[config.mk]
export PLATFORM = sky130hd
export DESIGN_NAME = scan_index_gen
export DESIGN_NICKNAME = d
export VERILOG_FILES = /design/src/rtl/scan_pkg.sv /design/src/rtl/dwell_counter.sv /design/src/rtl/scan_index_gen.sv
export SDC_FILE = /design/constraint.sdc
export NUM_CORES = 1
export LEC_CHECK = 0
export ABC_AREA = 1
export ABC_CLOCK_PERIOD_IN_PS = 1500
export BUFFER_PORTS_ARGS = -buffer_cell sky130_fd_sc_hd__clkbuf_2
export CORE_AREA = 2 2 39 41
export DETAILED_ROUTE_END_ITERATION = 10
export DIE_AREA = 0 0 41 43
export GPL_ROUTABILITY_DRIVEN = 0
export GPL_TIMING_DRIVEN = 0
export MAX_ROUTING_LAYER = met4
export PLACE_DENSITY = 0.79
export SLEW_MARGIN = 5
export SYNTH_ARGS = -nofsm -noshare
export SYNTH_HDL_FRONTEND = slang
export SYNTH_SLANG_ARGS = --single-unit
[constraint.sdc]
create_clock -name clk -period 1.5 [get_ports clk]
set_input_delay 0.225 -clock clk [delete_from_list [all_inputs] [get_ports clk]]
set_output_delay 0.225 -clock clk [all_outputs]
set_load 0.03 [all_outputs]
[src/rtl/scan_pkg.sv]
// rtl/scan_pkg.sv - shared state encoding and index constants for the scan index generator
package scan_pkg;

  typedef enum logic {
    SCAN_IDLE = 1'b0,
    SCAN_RUN  = 1'b1
  } scan_state_t;

  localparam int               IDX_W   = 3;
  localparam logic [IDX_W-1:0] IDX_MAX = 3'd7;
  localparam logic [IDX_W-1:0] IDX_MIN = 3'd0;

endpackage

[src/rtl/dwell_counter.sv]
// rtl/dwell_counter.sv - modulo-DWELL counter with synchronous clear and terminal-count flag
module dwell_counter #(
  parameter int DWELL = 10
) (
  input  logic clk,
  input  logic rst_n,
  input  logic clr,
  input  logic en,
  output logic tc
);

  localparam int            CW   = $clog2(DWELL + 1);
  localparam logic [CW-1:0] LAST = CW'(DWELL - 1);

  logic [CW-1:0] cnt;

  always_ff @(posedge clk or negedge rst_n) begin
    if (!rst_n) begin
      cnt <= '0;
    end else if (clr) begin
      cnt <= '0;
    end else if (en) begin
      cnt <= (cnt == LAST) ? '0 : cnt + CW'(1);
    end
  end

  assign tc = en && (cnt == LAST);

endmodule

[src/rtl/scan_index_gen.sv]
// rtl/scan_index_gen.sv - dwell-timed 0..7 index sequencer feeding the 3-to-8 decoder
// Optional down scanning is enabled by defining SCAN_DIR_EN.
module scan_index_gen
  import scan_pkg::*;
#(
  parameter int DWELL = 10
) (
  input  logic             clk,
  input  logic             rst_n,
  input  logic             start,
  input  logic             stop,
  input  logic             mode,
`ifdef SCAN_DIR_EN
  input  logic             dir,
`endif
  output logic [IDX_W-1:0] idx,
  output logic             idx_valid,
  output logic             busy,
  output logic             wrap,
  output logic             done
);

  scan_state_t      state, state_n;
  logic [IDX_W-1:0] idx_n, idx_last, idx_step;
  logic             valid_n, busy_n, wrap_n, done_n;
  logic             mode_q, mode_n;
  logic             cnt_clr, cnt_tc;

  dwell_counter #(.DWELL(DWELL)) u_dwell (
    .clk   (clk),
    .rst_n (rst_n),
    .clr   (cnt_clr),
    .en    (state == SCAN_RUN),
    .tc    (cnt_tc)
  );

`ifdef SCAN_DIR_EN
  logic dir_q, dir_n;
  assign idx_last = dir_q ? IDX_MIN : IDX_MAX;
  assign idx_step = dir_q ? idx - 3'd1 : idx + 3'd1;
`else
  assign idx_last = IDX_MAX;
  assign idx_step = idx + 3'd1;
`endif

  always_ff @(posedge clk or negedge rst_n) begin
    if (!rst_n) begin
      state     <= SCAN_IDLE;
      idx       <= IDX_MIN;
      idx_valid <= 1'b0;
      busy      <= 1'b0;
      wrap      <= 1'b0;
      done      <= 1'b0;
      mode_q    <= 1'b0;
`ifdef SCAN_DIR_EN
      dir_q     <= 1'b0;
`endif
    end else begin
      state     <= state_n;
      idx       <= idx_n;
      idx_valid <= valid_n;
      busy      <= busy_n;
      wrap      <= wrap_n;
      done      <= done_n;
      mode_q    <= mode_n;
`ifdef SCAN_DIR_EN
      dir_q     <= dir_n;
`endif
    end
  end

  always_comb begin
    state_n = state;
    idx_n   = idx;
    valid_n = idx_valid;
    busy_n  = busy;
    wrap_n  = 1'b0;
    done_n  = 1'b0;
    mode_n  = mode_q;
    cnt_clr = 1'b0;
`ifdef SCAN_DIR_EN
    dir_n   = dir_q;
`endif
    unique case (state)
      SCAN_IDLE: begin
        // Holding the counter at zero while idle makes every RUN entry start a fresh dwell.
        cnt_clr = 1'b1;
        if (start && !stop) begin
          state_n = SCAN_RUN;
          mode_n  = mode;
          valid_n = 1'b1;
          busy_n  = 1'b1;
`ifdef SCAN_DIR_EN
          dir_n   = dir;
          idx_n   = dir ? IDX_MAX : IDX_MIN;
`else
          idx_n   = IDX_MIN;
`endif
        end
      end
      SCAN_RUN: begin
        if (stop) begin
          state_n = SCAN_IDLE;
          valid_n = 1'b0;
          busy_n  = 1'b0;
        end else if (cnt_tc) begin
          if (idx == idx_last && mode_q) begin
            state_n = SCAN_IDLE;
            valid_n = 1'b0;
            busy_n  = 1'b0;
            done_n  = 1'b1;
          end else begin
            idx_n  = idx_step;
            wrap_n = (idx == idx_last);
          end
        end
      end
      default: state_n = SCAN_IDLE;
    endcase
  end

endmodule

==> run metrics, run 1 <==
dominant synthesized flop cell=sky130_fd_sc_hd__dfrtp_1; data required time at the worst endpoint=1.67 ns; overall die width=41 microns; cell with the most instances after synthesis=sky130_fd_sc_hd__nand2_1; number of antenna violations at the first check in global routing=0; Tightest Pin Transition=0.311 ns; RSZ-0062 raised after global routing=no; Core Rows=14; cell occurring most often along the worst timing path=sky130_fd_sc_hd__nand2_1; clock tree from TritonCTS=yes; wire length reported by the detailed router=1060 microns; Num CTS Buffers=3; IR Drop Worst-Case VDD=716 uV; count of warnings emitted by yosys=0; fraction of layout instances using a drive strength above 1=29.4%; Max transition margin=79.2%; antenna diode instance count=0; Post-synth top cells=17 x sky130_fd_sc_hd__nand2_1, 12 x sky130_fd_sc_hd__dfrtp_1, 11 x sky130_fd_sc_hd__inv_1; Clock Pin Slew Worst Setup and Hold Paths=0.08 ns; final cell count without fillers=101; number of maximum-capacitance violations=0; outcome=finished clean; Power Density=1130 nW/um^2; Routed Antenna Nets=0; root buffer cell=sky130_fd_sc_hd__clkbuf_4; # setup viols final=0; number of buffers and inverters on the critical path=0; kind of end point of the critical path=register; Filler cells=125; crit path launch type=register; Syn Std Cell Area=652 sq um; area taken by flip-flops and latches=300 sq um; largest stage delay on the critical path=0.41 ns; leakage dissipation=0.436 nW; post-DR vias/cell=4.64; worst path arrival time=1.55 ns; maximum clock skew at final layout=0.000662 ns; design area=773 sq um; post-synthesis cell type with the largest combined area=sky130_fd_sc_hd__dfrtp_1; dpl hpwl=846 microns; unique cell type count in the Yosys netlist=18; first drt pass iteration count=3; final-report hold violation count=0; highest net fanout along the worst path=4; Inst Count DP=96; Critical-path top delay cell=sky130_fd_sc_hd__dfrtp_1; die area=1760 sq um; worst-path cell chain=ha_1 > ha_1 > nand2_1 > nand2_1 > nand2_4 > nand3_4 > nand2_1 > nand2_1; post-layout min period=1.38 ns; Ports=12; Mean Syn Cell Area=9.45 sq um; fraction of post-synthesis cell area in the top cell type by area=46.1%; Cells after Synth=69; Multi-input gate area=283 sq um; number of levels in the clock H-tree=1; number of violations reported at the end of detailed-routing iteration 0=3; I/O Buffers=11; CP delay by family, top=simple AND/OR/NAND/NOR gates; via count of the first global-routing pass=468; core region area=1380 sq um; number of buffers between clock root and the deepest sink=2; class of the tightest hold or removal check=in -> reg; remaining global-route overflow=0; Finished Core Util=55.9%; Area after DPL=727 sq um; worst-skew pair later-pin latency=0.27 ns; final max-slew violation count=0; total vias in the final route=469; sequential fraction of the synthesis area=46.1%; starting density of the core=47.1%; Sinks on Clock Net=12; wire length of the first global-routing pass=1880 microns; fin crit share=92.0%; Post-Route Setup TNS=0 ns; number of storage elements in the synthesis netlist=12; critical path type=reg -> reg; dominant cells by area after synthesis=sky130_fd_sc_hd__dfrtp_1 46%, sky130_fd_sc_hd__nand2_1 9.8%, sky130_fd_sc_hd__ha_1 7.7%, sky130_fd_sc_hd__inv_1 6.3%, sky130_fd_sc_hd__nand3_4 5.4%; DRC violations left=0; DIE HEIGHT=43 microns; number of synthesized flops with an enable pin=0; fraction of synthesis flops using an asynchronous set or reset pin=100%; Area growth, synth to finish=18.6%; quantity of gates resized following cts=0; net count after synthesis=78; flop2flop setup slack=0.12 ns; final net count=95; maximum number of pins on one net before global-route repair=13; GR Util All Layers=17.3%; maximum operating frequency=725 MHz; mean routed wirelength per cell=10.5 microns; Design Power=875 uW
## layout make-up
class / instances / share of cell area (%)
sequential: 12 / 38.8
buffer: 2 / 2.43
clock buffer: 4 / 4.69
timing repair buffer: 12 / 8.41
multi-input combinational: 43 / 36.6
tap: 16 / 2.59
inverter: 12 / 6.47
## what timing repair did
action,in CTS,in global routing
setup buffers,0,0
hold endpoints to repair,12,0
hold buffers,1,0
## final timing paths
path                        start        endpoint  cells after the start
max                        idx[0]          idx[0]                      8
max reg2reg                idx[0]          idx[0]                      8
min in group asynchronous   rst_n  u_dwell.cnt[3]                      2
max in group asynchronous   rst_n            wrap                      2
min                          mode          mode_q                      3
min reg2reg                mode_q            wrap                      1
## kinds of logic (layout without fill, tap and decap cells)
logic type / count (synthesis) / after routing / synth area share [%]
AND/OR/NAND/NOR: 36 / 36 / 32.4
buffers and inverters: 14 / 30 / 10.6
flip-flops: 12 / 12 / 46.1
adder cells (fa/ha/maj): 4 / 4 / 7.68
AO/OA/AOI/OAI: 2 / 2 / 1.92
XOR/XNOR: 1 / 1 / 1.34
## registers in the layout, indices dropped and copies added, names as in the netlist
signal and cells:
state 1, u_dwell.cnt 4, done 1, idx 3, wrap 1, mode_q 1, busy 1
## stage by stage
| stage | hold WS [ns] | setup WS [ns] |
|---|---|---|
| finish | 0.172 | 0.120 |
| global route | 0.182 | 0.00603 |
| CTS | 0.175 | 0.0973 |
| detailed placement | 0.130 | 0.111 |
| global placement | 0.125 | 0.151 |
| floorplan | -0.0706 | 0.0643 |
## worst reg2reg max path, stage by stage, from the launching register on
cell and delay (ns):
sky130_fd_sc_hd__dfrtp_1 0.41, sky130_fd_sc_hd__ha_1 0.21, sky130_fd_sc_hd__ha_1 0.20, sky130_fd_sc_hd__nand2_1 0.08, sky130_fd_sc_hd__nand2_1 0.08, sky130_fd_sc_hd__nand2_4 0.10
sky130_fd_sc_hd__nand3_4 0.07, sky130_fd_sc_hd__nand2_1 0.07, sky130_fd_sc_hd__nand2_1 0.05
## routing by layer
layer / part of all wire [%] / up-vias / global-route usage, %
met5: 0 / - / -
met4: 3.1 / 0 / 14.0
met3: 3.7 / 4 / 4.71
met2: 50 / 8 / 24.7
met1: 43 / 209 / 19.3
li1: - / 248 / -
## report_power, final
| part | leakage [nW] | internal (mW) | total [mW] | switching [mW] |
|---|---|---|---|---|
| clock network | 0.0210 | 0.148 | 0.259 | 0.111 |
| registers | 0.161 | 0.359 | 0.389 | 0.0301 |
| logic | 0.254 | 0.0794 | 0.227 | 0.148 |
| total | 0.436 | 0.586 | 0.875 | 0.289 |
## placed cells by master (no fill, tap or decap), drive strengths merged
master / instances
o21ai: 1
nor3b: 1
ha: 4
nand2: 19
dlygate4sd3: 1
clkbuf: 15
nand3: 5
dfrtp: 12
buf: 2
nor2: 7
nand4: 3
nor4: 1
xnor2: 1
a21boi: 1
inv: 12
No activity file was read; power rests on OpenSTA's default activity.
==> run 2: changes to the inputs <==
--- a/config.mk
+++ b/config.mk
@@ -5,7 +5,7 @@
 export SDC_FILE = /design/constraint.sdc
 export NUM_CORES = 1
 export LEC_CHECK = 0
-export ABC_AREA = 1
+export ABC_AREA = 0
 export ABC_CLOCK_PERIOD_IN_PS = 1500
 export BUFFER_PORTS_ARGS = -buffer_cell sky130_fd_sc_hd__clkbuf_2
 export CORE_AREA = 2 2 39 41
@@ -14,7 +14,7 @@
 export GPL_ROUTABILITY_DRIVEN = 0
 export GPL_TIMING_DRIVEN = 0
 export MAX_ROUTING_LAYER = met4
-export PLACE_DENSITY = 0.79
+export PLACE_DENSITY = 0.77
 export SLEW_MARGIN = 5
 export SYNTH_ARGS = -nofsm -noshare
 export SYNTH_HDL_FRONTEND = slang
==> run metrics, run 2 <==
post-layout min period=1.47 ns; final-report hold violation count=0; count of warnings emitted by yosys=0; data required time at the worst endpoint=1.68 ns; number of levels in the clock H-tree=1; design area=786 sq um; DIE HEIGHT=43 microns; Sinks on Clock Net=12; Worst Hold Margin=0.174 ns; Area after DPL=734 sq um; Ports=12; kind of end point of the critical path=register; Clock Pin Slew Worst Setup and Hold Paths=0.07 ns; DRC violations left=0; critical path type=reg -> reg; outcome=finished clean; maximum clock skew at final layout=0.00744 ns; fraction of post-synthesis cell area in the top cell type by area=47.9%; most flop-heavy register=u_dwell.cnt; Post-synth top cells=12 x sky130_fd_sc_hd__dfrtp_1, 5 x sky130_fd_sc_hd__nand3_1, 4 x sky130_fd_sc_hd__ha_1; leakage dissipation=0.345 nW; fin crit share=98.2%; highest net fanout along the worst path=4; number of flip-flops in the largest register=4; most frequent standard cell in the layout excluding fill and tap cells=sky130_fd_sc_hd__clkbuf_2; die area=1760 sq um; IR Drop Worst-Case VDD=515 uV; Tightest Pin Transition=0.299 ns; Post-Place Worst Slack=0.0247 ns; Max transition margin=80.1%; overall die width=41 microns; cell internal power dissipation=554 uW; first drt pass iteration count=3; unique cell type count in the Yosys netlist=28; clock tree from TritonCTS=yes; wire length of the first global-routing pass=1900 microns; number of storage elements in the synthesis netlist=12; highest metal layer with signal wires=met3; class of the tightest hold or removal check=in -> reg; Design Power=821 uW; starting density of the core=45.3%; root buffer cell=sky130_fd_sc_hd__clkbuf_4; Core Rows=14; wire length reported by the detailed router=1190 microns; Post-Route Setup TNS=0 ns; Power Density=1050 nW/um^2; Filler cells=124; dominant synthesized flop cell=sky130_fd_sc_hd__dfrtp_1; crit path launch type=register; number of violations reported at the end of detailed-routing iteration 0=1; Routed met2 length=602 microns; depth of the worst register-to-register path=5; I/O Buffers=11; detailed route wirelength on metal3=87 microns; Cells after Synth=57; number of synthesized flops with an enable pin=0; dominant cells by area after synthesis=sky130_fd_sc_hd__dfrtp_1 48%, sky130_fd_sc_hd__ha_1 8.0%, sky130_fd_sc_hd__nand3_1 4.0%, sky130_fd_sc_hd__o211ai_1 3.6%, sky130_fd_sc_hd__o21bai_4 3.0%; final net count=85; part of the total power dissipated in combinational logic=26.0%; final max-slew violation count=0; post-DR vias/cell=5.24; # setup viols final=0; quantity of gates resized following cts=0; switching fraction of total power=32.6%; post-synthesis cell type with the largest combined area=sky130_fd_sc_hd__dfrtp_1; share of total power in the clock network=24.7%; Area growth, synth to finish=25.3%; Finished Core Util=56.8%; Final Worst Setup Slack=0.0275 ns; core region area=1380 sq um; dpl hpwl=897 microns; most used cells in the layout excluding fill and tap cells=11 x sky130_fd_sc_hd__clkbuf_2, 10 x sky130_fd_sc_hd__dfrtp_1, 5 x sky130_fd_sc_hd__nand3_1; antenna diode instance count=0; Inst Count DP=84; sequential fraction of the synthesis area=47.9%; part of the total power dissipated in sequential elements=49.3%; Net Switching=268 uW; detailed-route wire length on metal 1=501 microns; mean routed wirelength per cell=13.1 microns; number of antenna violations at the first check in global routing=0; maximum number of pins on one net before global-route repair=13; net count after synthesis=66; maximum operating frequency=679 MHz; final cell count without fillers=91; via count of the first global-routing pass=453; Routed Antenna Nets=0; Syn Std Cell Area=627 sq um; Num CTS Buffers=3; worst path arrival time=1.65 ns; number of cells on the worst hold path=2; Regs by FF count=u_dwell.cnt (4), idx (3); total vias in the final route=477; GR Util All Layers=16.5%; number of buffers between clock root and the deepest sink=2; fraction of layout instances using a drive strength above 1=34.7%; Mean Syn Cell Area=11.0 sq um; cell with the most instances after synthesis=sky130_fd_sc_hd__dfrtp_1; fraction of synthesis flops using an asynchronous set or reset pin=100%; remaining global-route overflow=0; number of maximum-capacitance violations=0; RSZ-0062 raised after global routing=yes; worst-skew pair later-pin latency=0.27 ns
==> run 2: area by class of cell <==
class	instances	area, sq um	share of cell area (%)
timing repair buffer	14	80.1	10.2
sequential	12	303	38.5
clock buffer	4	26.3	3.34
tap	16	20.0	2.55
multi-input combinational	41	337	42.8
buffer	2	12.5	1.59
inverter	2	7.51	0.955
==> run 2: repair_timing <==
action,CTS,global route
setup buffers,0,2
endpoints found under the hold margin,12,0
endpoints found under the setup margin,0,2
hold buffers,1,0
==> run 2: final timing paths <==
check	end	slack, ns	start
min reg2reg	u_dwell.cnt[0]	0.50	u_dwell.cnt[0]
min	mode_q	0.17	mode
min in group asynchronous	busy	0.36	rst_n
max reg2reg	idx[0]	0.03	idx[0]
max in group asynchronous	idx[0]	0.89	rst_n
max	idx[0]	0.03	idx[0]
==> run 2: routing by layer <==
metal | up-vias | GRT usage, %
li1 | 242 | -
met3 | 0 | 9.42
met4 | 0 | 2.00
met2 | 14 | 27.2
met5 | - | -
met1 | 221 | 17.0
==> run 2: power groups by stage <==
stage / logic (mW) / clock network [mW] / registers (mW)
after global routing: 0.240 / 0.226 / 0.413
after global placement: 0.196 / 0 / 0.410
final: 0.214 / 0.203 / 0.405
after floorplan: 0.0992 / 0 / 0.452
after CTS: 0.204 / 0.214 / 0.407
after detailed placement: 0.204 / 0 / 0.413
==> run 2: kinds of logic after synthesis <==
logic type | Yosys count | synth area share, %
XOR/XNOR | 1 | 1.40
flip-flops | 12 | 47.9
AND/OR/NAND/NOR | 21 | 20.0
adder cells (fa/ha/maj) | 4 | 7.98
multiplexers | 1 | 1.80
buffers and inverters | 4 | 3.19
AO/OA/AOI/OAI | 14 | 17.8
==> run 2: critical path, stage by stage (launching register included) <==
cell	delay (ns)
sky130_fd_sc_hd__dfrtp_2	0.44
sky130_fd_sc_hd__ha_4	0.17
sky130_fd_sc_hd__ha_4	0.15
sky130_fd_sc_hd__and3_4	0.17
sky130_fd_sc_hd__or2_4	0.24
sky130_fd_sc_hd__o311ai_2	0.20
==> run 3: changes to the inputs <==
--- a/config.mk
+++ b/config.mk
@@ -13,7 +13,6 @@
 export DIE_AREA = 0 0 41 43
 export GPL_ROUTABILITY_DRIVEN = 0
 export GPL_TIMING_DRIVEN = 0
-export MAX_ROUTING_LAYER = met4
 export PLACE_DENSITY = 0.77
 export SLEW_MARGIN = 5
 export SYNTH_ARGS = -nofsm -noshare
==> run metrics, run 3 (synthesis results as in run 2) <==
DIE HEIGHT=43 microns; # setup viols final=0; fin crit share=97.9%; starting density of the core=45.3%; cell occurring most often along the worst timing path=sky130_fd_sc_hd__ha_4; Post-Route Setup TNS=0 ns; die area=1760 sq um; Area growth, synth to finish=25.3%; quantity of gates resized following cts=0; first drt pass iteration count=3; number of maximum-capacitance violations=0; Ports=12; via count of the first global-routing pass=453; final max-slew violation count=0; final net count=85; remaining global-route overflow=0; Filler cells=124; FF-to-FF Start=idx[0]; number of violations reported at the end of detailed-routing iteration 0=3; Min-Delay Endpoint=mode_q; post-DR vias/cell=5.24; maximum operating frequency=681 MHz; most flop-heavy register=u_dwell.cnt; root buffer cell=sky130_fd_sc_hd__clkbuf_4; overall die width=41 microns; DRC violations left=0; kind of end point of the critical path=register; GR Util All Layers=16.2%; Num CTS Buffers=3; RSZ-0062 raised after global routing=yes; Critical-path top delay cell=sky130_fd_sc_hd__dfrtp_2; Power Density=1040 nW/um^2; maximum clock skew at final layout=0.00725 ns; leakage dissipation=0.345 nW; total vias in the final route=477; Core Rows=14; clock tree from TritonCTS=yes; fraction of layout instances using a drive strength above 1=34.7%; final-report hold violation count=0; I/O Buffers=11; endpoint of the worst register-to-register path=idx[0]; final cell count without fillers=91; crit path launch type=register; number of buffers between clock root and the deepest sink=2; dpl hpwl=897 microns; critical path type=reg -> reg; outcome=finished clean; flop2flop setup slack=0.03 ns; source of the worst hold timing path=mode; area taken by flip-flops and latches=303 sq um; Regs by FF count=u_dwell.cnt (4), idx (3); most frequent standard cell in the layout excluding fill and tap cells=sky130_fd_sc_hd__clkbuf_2; most used cells in the layout excluding fill and tap cells=11 x sky130_fd_sc_hd__clkbuf_2, 10 x sky130_fd_sc_hd__dfrtp_1, 5 x sky130_fd_sc_hd__nand3_1; worst setup path startpoint=idx[0]; wire length reported by the detailed router=1190 microns; worst-skew pair later-pin latency=0.27 ns; number of antenna violations at the first check in global routing=0; Inst Count DP=84; mean routed wirelength per cell=13.1 microns; class of the tightest hold or removal check=in -> reg; worst-path cell chain=ha_4 > ha_4 > and3_4 > or2_4 > o311ai_2; post-layout min period=1.47 ns; number of levels in the clock H-tree=1; Multi-input gate area=337 sq um; Routed Antenna Nets=0; largest stage delay on the critical path=0.44 ns; depth of the worst register-to-register path=5; Max transition margin=80.0%; antenna diode instance count=0; worst path arrival time=1.64 ns; wire length of the first global-routing pass=1920 microns; data required time at the worst endpoint=1.68 ns; number of flip-flops in the largest register=4; Sinks on Clock Net=12; maximum number of pins on one net before global-route repair=13; highest net fanout along the worst path=4; Tightest Pin Transition=0.300 ns; core region area=1380 sq um; Clock Pin Slew Worst Setup and Hold Paths=0.07 ns; number of cells on the worst hold path=2; IR Drop Worst-Case VDD=515 uV
run 3: cell counts in the layout (fill, tap and decap cells not counted):
Identical to the previous run, type by type.
run 3: area by class of cell:
type                    count  area share (%)
multi-input cells          41            42.8
flip-flops and latches     12            38.5
inverters                   2           0.955
repair buffers             14            10.2
well taps                  16            2.55
clock buffers               4            3.34
plain buffers               2            1.59
run 3: per-stage QoR:
step           hold slack [ns]  util, %  power (mW)  cell area [sq um]  worst slack, ns
6_report                 0.172     56.8       0.821                786           0.0311
4_1_cts                  0.166     55.7       0.824                771          0.00502
5_1_grt                  0.178     56.8       0.879                786         -0.00208
3_3_place_gp             0.123     53.1       0.606                734           0.0389
2_1_floorplan          -0.0706        -       0.551                659         -0.00833
3_5_place_dp             0.127     53.1       0.617                734           0.0247
run 3: worst max-delay path by stage:
| stage | slack [ns] | to | cells after the start |
|---|---|---|---|
| final | 0.03 | idx[0] | 5 |
| after global routing | -0.002 | idx[0] | 5 |
| after floorplan | -0.008 | idx[0] | 5 |
| after CTS | 0.005 | idx[0] | 5 |
| after global placement | 0.04 | idx[0] | 5 |
| after detailed placement | 0.02 | idx[0] | 5 |
run 3: worst max-delay path: cells and delay by family, from the launching register on:
kind / cells / cell delay, ns
AOI/OAI and AO/OA: 1 / 0.20
adders and majority gates: 2 / 0.32
DFF: 1 / 0.44
and+or+nand+nor: 2 / 0.41
run 3: power by group:
group / internal (mW) / total, mW / switching [mW]
Sequential: 0.360 / 0.404 / 0.0448
Combinational: 0.0909 / 0.213 / 0.122
Clock: 0.103 / 0.204 / 0.101
run 3: routing by layer:
layer | global-route usage, % | vias to the layer above | share of wire [%]
met5 | 0 | - | 0
met4 | 2.00 | 0 | 0
met3 | 9.42 | 0 | 7.2
met2 | 27.2 | 13 | 50
met1 | 17.3 | 221 | 43
li1 | - | 243 | -
run 3: timing repair:
item / in CTS / in global routing
hold buffers: 1 / 0
hold endpoints to repair: 12 / 0
endpoints found under the setup margin: 0 / 2
buffers inserted: 0 / 2
